File: config.mk
export PLATFORM = sky130hd
export DESIGN_NAME = dsi_tx_scheduler
export DESIGN_NICKNAME = d
export VERILOG_FILES = /design/src/rtl/dsi_pkg.sv /design/src/rtl/dsi_watchdog.sv /design/src/rtl/dsi_tx_scheduler.sv
export SDC_FILE = /design/constraint.sdc
export NUM_CORES = 1
export LEC_CHECK = 0
export CORE_MARGIN = 10
export CORE_UTILIZATION = 46
export DETAILED_ROUTE_END_ITERATION = 8
export PLACE_DENSITY = 0.85
export RECOVER_POWER = 25
export SETUP_SLACK_MARGIN = 0.3
export SYNTH_ARGS = -nofsm -noshare
export SYNTH_HDL_FRONTEND = slang
export SYNTH_HIERARCHICAL = 1
export SYNTH_SLANG_ARGS = --single-unit
File: constraint.sdc
create_clock -name dsi_clk -period 2.6 [get_ports dsi_clk]
set_input_delay 0.26 -clock dsi_clk [delete_from_list [all_inputs] [get_ports dsi_clk]]
set_output_delay 0.26 -clock dsi_clk [all_outputs]
set_load 0.01 [all_outputs]
File: src/rtl/dsi_pkg.sv
// Shared types and constants for the DSI transmit scheduler: data types,
// scheduler states and the latched packet request.
package dsi_pkg;

  localparam logic [5:0] DT_VSS    = 6'h01;
  localparam logic [5:0] DT_HSS    = 6'h21;
  localparam logic [5:0] DT_RGB888 = 6'h3E;

  typedef enum logic [1:0] {IDLE, ISSUE, WAIT_DONE} state_t;

  // Which source the packet in flight came from, so its accept side effects land correctly.
  typedef enum logic [1:0] {SRC_VSS, SRC_HSS, SRC_LINE, SRC_CMD} src_t;

  typedef struct packed {
    logic        long_pkt;
    logic [7:0]  di;
    logic [15:0] wc;
  } pkt_req_t;

  function automatic pkt_req_t make_short(input logic [1:0] vc, input logic [5:0] dt);
    pkt_req_t r;
    r.long_pkt = 1'b0;
    r.di       = {vc, dt};
    r.wc       = 16'h0000;
    return r;
  endfunction

endpackage

File: src/rtl/dsi_watchdog.sv
// Transfer watchdog: cleared by load, counts while enabled, and flags expire
// on the TIMEOUT-th enabled cycle.
import dsi_pkg::*;

module dsi_watchdog #(
  parameter int TIMEOUT = 4096
) (
  input  logic clk,
  input  logic rst_n,
  input  logic load,
  input  logic en,
  output logic expire
);

  localparam int CW = $clog2(TIMEOUT + 1);

  logic [CW-1:0] cnt_q, cnt_d;

  assign expire = en && (cnt_q == CW'(TIMEOUT - 1));

  always_comb begin
    cnt_d = cnt_q;
    if (load) begin
      cnt_d = '0;
    end else if (en && !expire) begin
      cnt_d = cnt_q + 1'b1;
    end
  end

  always_ff @(posedge clk or negedge rst_n) begin
    if (!rst_n) begin
      cnt_q <= '0;
    end else begin
      cnt_q <= cnt_d;
    end
  end

endmodule

File: src/rtl/dsi_tx_scheduler.sv
// DSI packet scheduler: arbitrates sync short packets, video line packets and
// register commands into one-at-a-time packetizer handshakes.
import dsi_pkg::*;

module dsi_tx_scheduler #(
  parameter int         FRAME_DEPTH = 720,
  parameter logic [1:0] VC          = 2'd0,
  parameter int         TIMEOUT     = 4096
) (
  input  logic                             dsi_clk,
  input  logic                             dsi_rst,
  input  logic                             video_en,
  input  logic                             vsync_p,
  input  logic                             hsync_p,
  input  logic                             line_ready,
  input  logic [15:0]                      line_wc,
  output logic                             line_ack,
  input  logic                             cmd_valid,
  input  logic [7:0]                       cmd_di,
  input  logic [15:0]                      cmd_wc,
  input  logic                             cmd_long,
  output logic                             cmd_ready,
  output logic                             pkt_valid,
  input  logic                             pkt_ready,
  output logic                             pkt_long,
  output logic [7:0]                       pkt_di,
  output logic [15:0]                      pkt_wc,
  input  logic                             pkt_done,
  output logic [$clog2(FRAME_DEPTH+1)-1:0] line_cnt,
  output logic                             frame_done,
  output logic                             busy,
  output logic                             sync_ovf,
  output logic                             timeout_err,
  input  logic                             err_clr
);

  localparam int LCW = $clog2(FRAME_DEPTH + 1);

  state_t         state_q, state_d;
  src_t           src_q, src_d;
  pkt_req_t       req_q, req_d;
  logic [LCW-1:0] line_cnt_q, line_cnt_d;
  logic           pend_vss_q, pend_vss_d, pend_hss_q, pend_hss_d;
  logic           line_armed_q, line_armed_d;
  logic           line_ack_q, line_ack_d, cmd_ready_q, cmd_ready_d;
  logic           frame_done_q, frame_done_d;
  logic           sync_ovf_q, sync_ovf_d, timeout_err_q, timeout_err_d;
  logic           pkt_valid_q, pkt_valid_d, busy_q, busy_d;
  logic           accept, acc_vss, acc_hss, acc_line, acc_cmd;
  logic           ovf_set, wd_expire, wd_en;

  assign wd_en = (state_q == WAIT_DONE);

  dsi_watchdog #(.TIMEOUT(TIMEOUT)) u_watchdog (
    .clk    (dsi_clk),
    .rst_n  (dsi_rst),
    .load   (accept),
    .en     (wd_en),
    .expire (wd_expire)
  );

  always_comb begin
    accept   = pkt_valid_q && pkt_ready;
    acc_vss  = accept && (src_q == SRC_VSS);
    acc_hss  = accept && (src_q == SRC_HSS);
    acc_line = accept && (src_q == SRC_LINE);
    acc_cmd  = accept && (src_q == SRC_CMD);

    // An overrun is a pulse landing on a flag that is still owed a packet.
    ovf_set = video_en && ((vsync_p && pend_vss_q && !acc_vss) ||
                           (hsync_p && pend_hss_q && !acc_hss));
    pend_vss_d = video_en && ((pend_vss_q && !acc_vss) || vsync_p);
    pend_hss_d = video_en && ((pend_hss_q && !acc_hss) || hsync_p);

    line_armed_d = line_armed_q;
    if (!video_en || acc_vss || acc_line) begin
      line_armed_d = 1'b0;
    end else if (acc_hss) begin
      line_armed_d = 1'b1;
    end

    frame_done_d = 1'b0;
    line_cnt_d   = line_cnt_q;
    if (acc_vss) begin
      line_cnt_d = '0;
    end else if (acc_line) begin
      if (line_cnt_q == LCW'(FRAME_DEPTH - 1)) begin
        line_cnt_d   = '0;
        frame_done_d = 1'b1;
      end else begin
        line_cnt_d = line_cnt_q + 1'b1;
      end
    end

    line_ack_d    = acc_line;
    cmd_ready_d   = acc_cmd;
    sync_ovf_d    = (sync_ovf_q && !err_clr) || ovf_set;
    timeout_err_d = (timeout_err_q && !err_clr) || (wd_expire && !pkt_done);

    state_d = state_q;
    src_d   = src_q;
    req_d   = req_q;
    unique case (state_q)
      IDLE: begin
        if (video_en && pend_vss_q) begin
          state_d = ISSUE;
          src_d   = SRC_VSS;
          req_d   = make_short(VC, DT_VSS);
        end else if (video_en && pend_hss_q) begin
          state_d = ISSUE;
          src_d   = SRC_HSS;
          req_d   = make_short(VC, DT_HSS);
        end else if (video_en && line_ready && line_armed_q) begin
          state_d      = ISSUE;
          src_d        = SRC_LINE;
          req_d.long_pkt = 1'b1;
          req_d.di     = {VC, DT_RGB888};
          req_d.wc     = line_wc;
        end else if (cmd_valid) begin
          state_d        = ISSUE;
          src_d          = SRC_CMD;
          req_d.long_pkt = cmd_long;
          req_d.di       = cmd_di;
          req_d.wc       = cmd_wc;
        end
      end
      ISSUE: begin
        if (pkt_ready) state_d = WAIT_DONE;
      end
      WAIT_DONE: begin
        // A stalled lane manager forfeits the packet; nothing is re-queued.
        if (pkt_done || wd_expire) state_d = IDLE;
      end
      default: state_d = IDLE;
    endcase

    pkt_valid_d = (state_d == ISSUE);
    busy_d      = (state_d != IDLE);
  end

  always_ff @(posedge dsi_clk or negedge dsi_rst) begin
    if (!dsi_rst) begin
      state_q       <= IDLE;
      src_q         <= SRC_VSS;
      req_q         <= '0;
      line_cnt_q    <= '0;
      pend_vss_q    <= 1'b0;
      pend_hss_q    <= 1'b0;
      line_armed_q  <= 1'b0;
      line_ack_q    <= 1'b0;
      cmd_ready_q   <= 1'b0;
      frame_done_q  <= 1'b0;
      sync_ovf_q    <= 1'b0;
      timeout_err_q <= 1'b0;
      pkt_valid_q   <= 1'b0;
      busy_q        <= 1'b0;
    end else begin
      state_q       <= state_d;
      src_q         <= src_d;
      req_q         <= req_d;
      line_cnt_q    <= line_cnt_d;
      pend_vss_q    <= pend_vss_d;
      pend_hss_q    <= pend_hss_d;
      line_armed_q  <= line_armed_d;
      line_ack_q    <= line_ack_d;
      cmd_ready_q   <= cmd_ready_d;
      frame_done_q  <= frame_done_d;
      sync_ovf_q    <= sync_ovf_d;
      timeout_err_q <= timeout_err_d;
      pkt_valid_q   <= pkt_valid_d;
      busy_q        <= busy_d;
    end
  end

  assign line_ack    = line_ack_q;
  assign cmd_ready   = cmd_ready_q;
  assign pkt_valid   = pkt_valid_q;
  assign pkt_long    = req_q.long_pkt;
  assign pkt_di      = req_q.di;
  assign pkt_wc      = req_q.wc;
  assign line_cnt    = line_cnt_q;
  assign frame_done  = frame_done_q;
  assign busy        = busy_q;
  assign sync_ovf    = sync_ovf_q;
  assign timeout_err = timeout_err_q;

endmodule

==> metrics.txt, run 1 <==
RSZ-0062 raised after global routing no; Endpoint, Worst Hold pkt_di[6]; crit path max fanout 6; hold_sp pkt_di[6]; PwrDens roughly 850 mW/mm²; Distinct cells, synth 58; flop2flop setup slack 0.57 ns; final setup margin ~0.57 ns; Syn Nets 325; fin. max-slew vios 30; chip width approximately 100 µm; synth top area cells dfrtp_1, o2bb2ai_1, mux2i_1; Fillers 494; Yosys warnings 6; most frequent cells in the layout clkdlybuf4s50_1, dfrtp_1, o2bb2ai_1, nor2_1, mux2i_1; Post-synth ARST share 100%; H-tree Lvls 3; Seq/Total Area, Yosys 52.4%; root buffer cell clkbuf_8; DP Wirelength between 6000 and 7000 µm; minimum clock period approximately 2 ns; clk buf depth 2; Fin Setup TNS 0 ns; drt wl/cell between 15 and 20 µm; synthesized cell area 0.00296 mm²; worst rel slew slack -15.2%; Area Overhead vs Synth 42.5%; Vias 2521; Post-synth EDFFs 0; CP Capture Type register; IO Count between 90 and 100; Final Util about two thirds; status complete, but fails checks; WP data required ~2.8 ns; Final Hold Vio Count 0; post-synth top area share roughly 52%; Cells after Synth 272; clock tree from TritonCTS done; Worst-path clk slew about 0.07 ns; Die Span Y approximately 100 µm; Synth Flop Type dfrtp_1; worst-margin pin slew 1.73 ns; drt drc 0; maximum vdd drop around 600 µV; Synth Register Bits 62; fin crit share between 70% and 80%; clock tree sinks 62; Setup Viol. Count Final 0; area of the multi-input gates between 0.001 and 0.0015 mm²; Core Area roughly 0.0063 mm²; initial antenna violation count 0; Max Cap Violations 1; skew final ~0.0074 ns; r2r startpoint state_q[0]; post-place setup slack about 0.5 ns; initial DRC count roughly 150; number of cells on the worst reg-to-reg path 6; Post-CTS Setup Bufs 0; row cnt 29; TritonRoute pass-1 iters 4; Min-Delay Path Class register to register; Nets roughly 420; Worst-Skew Late Latency about 0.34 ns; global-route wire length before repair roughly 14000 µm; CP Class register to register; commonest non-fill, non-tap cell in the layout clkdlybuf4s50_1; Syn Area/Cell approximately 11 µm²; register area 0.00155 mm²; share of cells above drive strength 1 10.6%; TritonCTS Buffers 9; final wirelength 8350 µm; gpl congestion 0.933; ANT cells 0; DR vias/cell roughly 5.6; f_max between 0.4 and 0.5 GHz; gr usage total between 10% and 20%; violated checks max-capacitance violations, max-slew violations; hold path cells 1; largest net degree at the start of global routing 34; port bufs just over 90; area leader, netlist dfrtp_1; Worst R2R End busy; P_leak 1.71 nW; CP arrival 2.20 ns; CP startpoint kind register; Antenna Nets Post-Route 0; Die ar. between 0.01 and 0.015 mm²; Initial Util ~47%; GRT overflow 0; vias in the first global route between 2000 and 3000
[how the worst max path moves through the flow]
stage | start | slack [ns] | end | depth (start not counted)
6_report | state_q[0] | 0.57 | busy | 6
5_1_grt | dsi_rst | 0.40 | pkt_wc[5] | 2
4_1_cts | state_q[0] | 0.46 | busy | 6
3_5_place_dp | state_q[0] | 0.50 | busy | 6
3_3_place_gp | state_q[0] | 0.61 | busy | 6
2_1_floorplan | state_q[0] | 0.73 | busy | 7
[area by class of cell]
cell class,instances,share of cell area (%)
well taps,77,2.28
multi-input cells,186,31.2
flip-flops and latches,62,36.8
repair buffers,100,23.5
clock inverters,6,2.02
inverters,12,1.07
clock buffers,10,3.26
[report_power, final]
part | internal, mW | switching (mW) | total, mW
registers | 1.22 | 0.198 | 1.41
clock network | 0.562 | 0.385 | 0.948
logic | 0.671 | 0.565 | 1.24
total | 2.45 | 1.15 | 3.60
[cells in the mapped netlist (5+ instances only)]
cell       instances
xnor2_1            6
inv_1             12
a21oi_1           10
o2bb2ai_1         21
nor3_1             7
nand3_1            6
dfrtp_1           62
mux2i_1           17
nor2_1            19
nand2_1           16
o21ai_0           15
clkbuf_1           5
buf_2              5
[state kept, by name, indices dropped and copies added, names as in the netlist, 2 cells and up]
| signal | cells |
|---|---|
| state_q | 2 |
| pkt_di | 8 |
| u_watchdog/cnt_q | 13 |
| pkt_wc | 16 |
| line_cnt | 10 |
| src_q | 2 |
[metal layers]
layer  global-route usage, %  vias to the layer above  wire length, µm
met5                       0                        -                0
met4                    6.09                        0              145
met3                    4.19                       13              310
met2                    29.7                       50             4640
met1                    18.9                     1256             3250
li1                        -                     1202                -
[worst max-delay path, stage by stage (launching register included)]
cell      delay [ns]
dfrtp_1         0.39
nand2b_1        0.17
inv_1           0.13
nand2_1         0.12
or4_1           0.66
nor3_2          0.22
o311ai_0        0.18
[cells by family (layout without fill, tap and decap cells)]
group | Yosys count | count (layout) | synth area share (%)
xor+xnor | 6 | 6 | 1.77
fa+ha+maj | 2 | 2 | 0.845
compound gates | 73 | 73 | 18.3
mux | 21 | 21 | 7.27
flops | 62 | 62 | 52.4
simple gates | 84 | 84 | 16.0
buf+inv | 24 | 128 | 3.51
[metrics by stage]
stage | hold WS (ns) | area [µm²] | power [mW] | cells
after CTS | 0.490 | 4220 | 3.62 | 453
after detailed placement | 0.341 | 3980 | 2.66 | 436
after global routing | 0.511 | 4220 | 3.80 | 453
after global placement | 0.340 | 3980 | 2.62 | 436
final | 0.480 | 4220 | 3.60 | 453
after floorplan | -0.0356 | 2960 | 1.96 | 272
[repair_timing]
item / in CTS / in global routing
endpoints found under the hold margin: 29 / 0
gates resized for setup: 0 / 1
endpoints found under the setup margin: 0 / 1
hold buffers: 1 / 0
(Power assumes the default switching activity.)
==> run 2: changes to the inputs <==
- CORE_UTILIZATION: 46 -> 42
- PLACE_DENSITY: 0.85 -> 0.82
- clock period: 2.6 -> 1.78 ns (I/O delays scaled with it)
==> metrics.txt, run 2 (synthesis results as in run 1) <==
port bufs 92 (unchanged); Hold WS 0.454 ns (was 0.480 ns); Setup Viol. Count Final 1 (was 0); Area Overhead vs Synth 73.6% (was 42.5%); max reg flops 16 (unchanged); PwrDens 1190 mW/mm² (was 853 mW/mm²); ANT cells 0 (unchanged); skew final 0.0147 ns (was 0.00738 ns); H-tree Lvls 3 (unchanged); gr usage total 17.1% (was 16.8%); Worst-path clk slew 0.08 ns (was 0.07 ns); Final Util 75.3% (was 66.8%); status complete, but fails checks (unchanged); worst rel slew slack 43.1% (was -15.2%); CP Capture Type register (unchanged); crit path max fanout 3 (was 6); placed cell count 476 (was 436); final setup margin -0.0184 ns (was 0.575 ns); clock share of power 21.3% (was 26.3%); RSZ-0062 raised after global routing yes (was no); sw frac 36.3% (was 31.9%); Nets 476 (was 424); minimum clock period 1.80 ns (was 2.03 ns); commonest non-fill, non-tap cell in the layout clkdlybuf4s50_1 (unchanged); Int Pwr 3.91 mW (was 2.45 mW); Antenna Nets Post-Route 0 (unchanged); fin cells 524 (was 453); P_leak 2.35 nW (was 1.71 nW); Core Area 0.00683 mm² (was 0.00631 mm²); share of cells above drive strength 1 35.5% (was 10.6%); Final Hold Vio Count 0 (unchanged); worst-margin pin slew 0.854 ns (was 1.73 ns); CP arrival 2.07 ns (was 2.20 ns); initial antenna violation count 0 (unchanged); fin. max-slew vios 0 (was 30); fin crit share 101% (was 77.9%); GRT overflow 0 (unchanged); DR vias/cell 5.51 (was 5.57); WP data required 2.05 ns (was 2.78 ns); Die Span Y 104 µm (was 100 µm); initial DRC count 128 (was 151); clk buf depth 2 (unchanged); Switch Pwr 2.22 mW (was 1.15 mW); Die ar. 0.0108 mm² (was 0.0100 mm²); sequential cell fraction of total power 34.3% (was 39.3%); CP Class register to register (unchanged); root buffer cell clkbuf_8 (unchanged); CP startpoint kind register (unchanged); f_max 0.556 GHz (was 0.494 GHz); drt drc 0 (unchanged); maximum vdd drop 682 µV (was 605 µV); row cnt 30 (was 29); drt wl/cell 21.0 µm (was 18.4 µm); violated checks negative setup slack (was max-capacitance violations, max-slew violations); DP Wirelength 6390 µm (was 6170 µm); Initial Util 43.4% (was 46.9%); clock tree from TritonCTS done (unchanged); Logic pwr share 44.4% (was 34.4%); Area after DPL 0.00421 mm² (was 0.00398 mm²); Max Cap Violations 0 (was 1); Final Instance Area 0.00514 mm² (was 0.00422 mm²); most frequent cells in the layout clkdlybuf4s50_1, dfrtp_1, buf_4, nor2_1, dlymetal6s2s_1 (was clkdlybuf4s50_1, dfrtp_1, o2bb2ai_1, nor2_1, mux2i_1); final wirelength 11000 µm (was 8350 µm); gpl congestion 0.869 (was 0.933); clock tree sinks 62 (unchanged); largest net degree at the start of global routing 63 (was 34); chip width 104 µm (was 100 µm); Worst-Skew Late Latency 0.36 ns (was 0.34 ns); Min-Delay Path Class input port to register (was register to register); TritonRoute pass-1 iters 4 (unchanged); vias in the first global route 2919 (was 2669); global-route wire length before repair 15000 µm (was 13600 µm); IO Count 93 (unchanged); TritonCTS Buffers 9 (unchanged); Vias 2889 (was 2521)
[run 2: metrics by stage]
stage	power [mW]	TNS (ns)	setup WS (ns)
after floorplan	2.93	0	0.0451
after global placement	3.97	0	0.0138
after detailed placement	4.04	-0.211	-0.118
after CTS	5.46	0	0.0904
after global routing	6.38	-0.00394	-0.00394
final	6.13	-0.0184	-0.0184
[run 2: timing repair]
action / in CTS / in global routing
gates resized for setup: 48 / 74
hold buffers: 1 / 0
pin swaps: 16 / 29
gates cloned: 1 / 2
endpoints found under the setup margin: 56 / 63
hold endpoints to repair: 62 / 0
setup buffers: 14 / 14
[run 2: power groups by stage]
stage / Combinational [mW] / Clock [mW] / Sequential [mW]
final: 2.72 / 1.31 / 2.10
after global routing: 2.86 / 1.38 / 2.14
after CTS: 2.16 / 1.27 / 2.03
after detailed placement: 1.99 / 0 / 2.05
after global placement: 1.94 / 0 / 2.03
after floorplan: 0.752 / 0 / 2.18
[run 2: final timing paths]
| check | cells past startpoint | slack (ns) | end | startpoint |
|---|---|---|---|---|
| worst max-delay path | 7 | -0.02 | timeout_err | state_q[0] |
| min in group asynchronous | 3 | 0.56 | pkt_wc[13] | dsi_rst |
| max in group asynchronous | 3 | 0.58 | line_cnt[4] | dsi_rst |
| worst min-delay path | 2 | 0.45 | pend_hss_q | hsync_p |
| worst min register to register | 1 | 0.50 | pkt_di[6] | pkt_di[6] |
| worst max register to register | 7 | -0.02 | timeout_err | state_q[0] |
[run 2: worst max-delay path, stage by stage (launching register included)]
cell	delay [ns]
dfrtp_1	0.41
nand2b_4	0.17
inv_4	0.09
nand2_4	0.06
or4_4	0.53
nor3_4	0.25
inv_1	0.08
o22ai_1	0.13
[run 2: layout make-up]
type	instances	area, µm²
clock buffers	9	124
well taps	96	120
flip-flops and latches	62	1560
clock inverters	7	73.8
multi-input cells	186	1760
repair buffers	152	1460
fillers	433	1690
inverters	12	51.3
[run 2: metal layers]
layer / track usage (%) / wire length, µm / vias up
met5: 0 / 0 / -
met4: 9.34 / 357 / 0
met3: 3.35 / 366 / 27
met2: 31.4 / 6120 / 86
met1: 17.9 / 4140 / 1466
li1: - / - / 1310
==> run 3: changes to the inputs <==
- SLEW_MARGIN: default -> 25
==> results of run 3 <==
No change in the layout: final DEF, timing and power equal those of run 2.
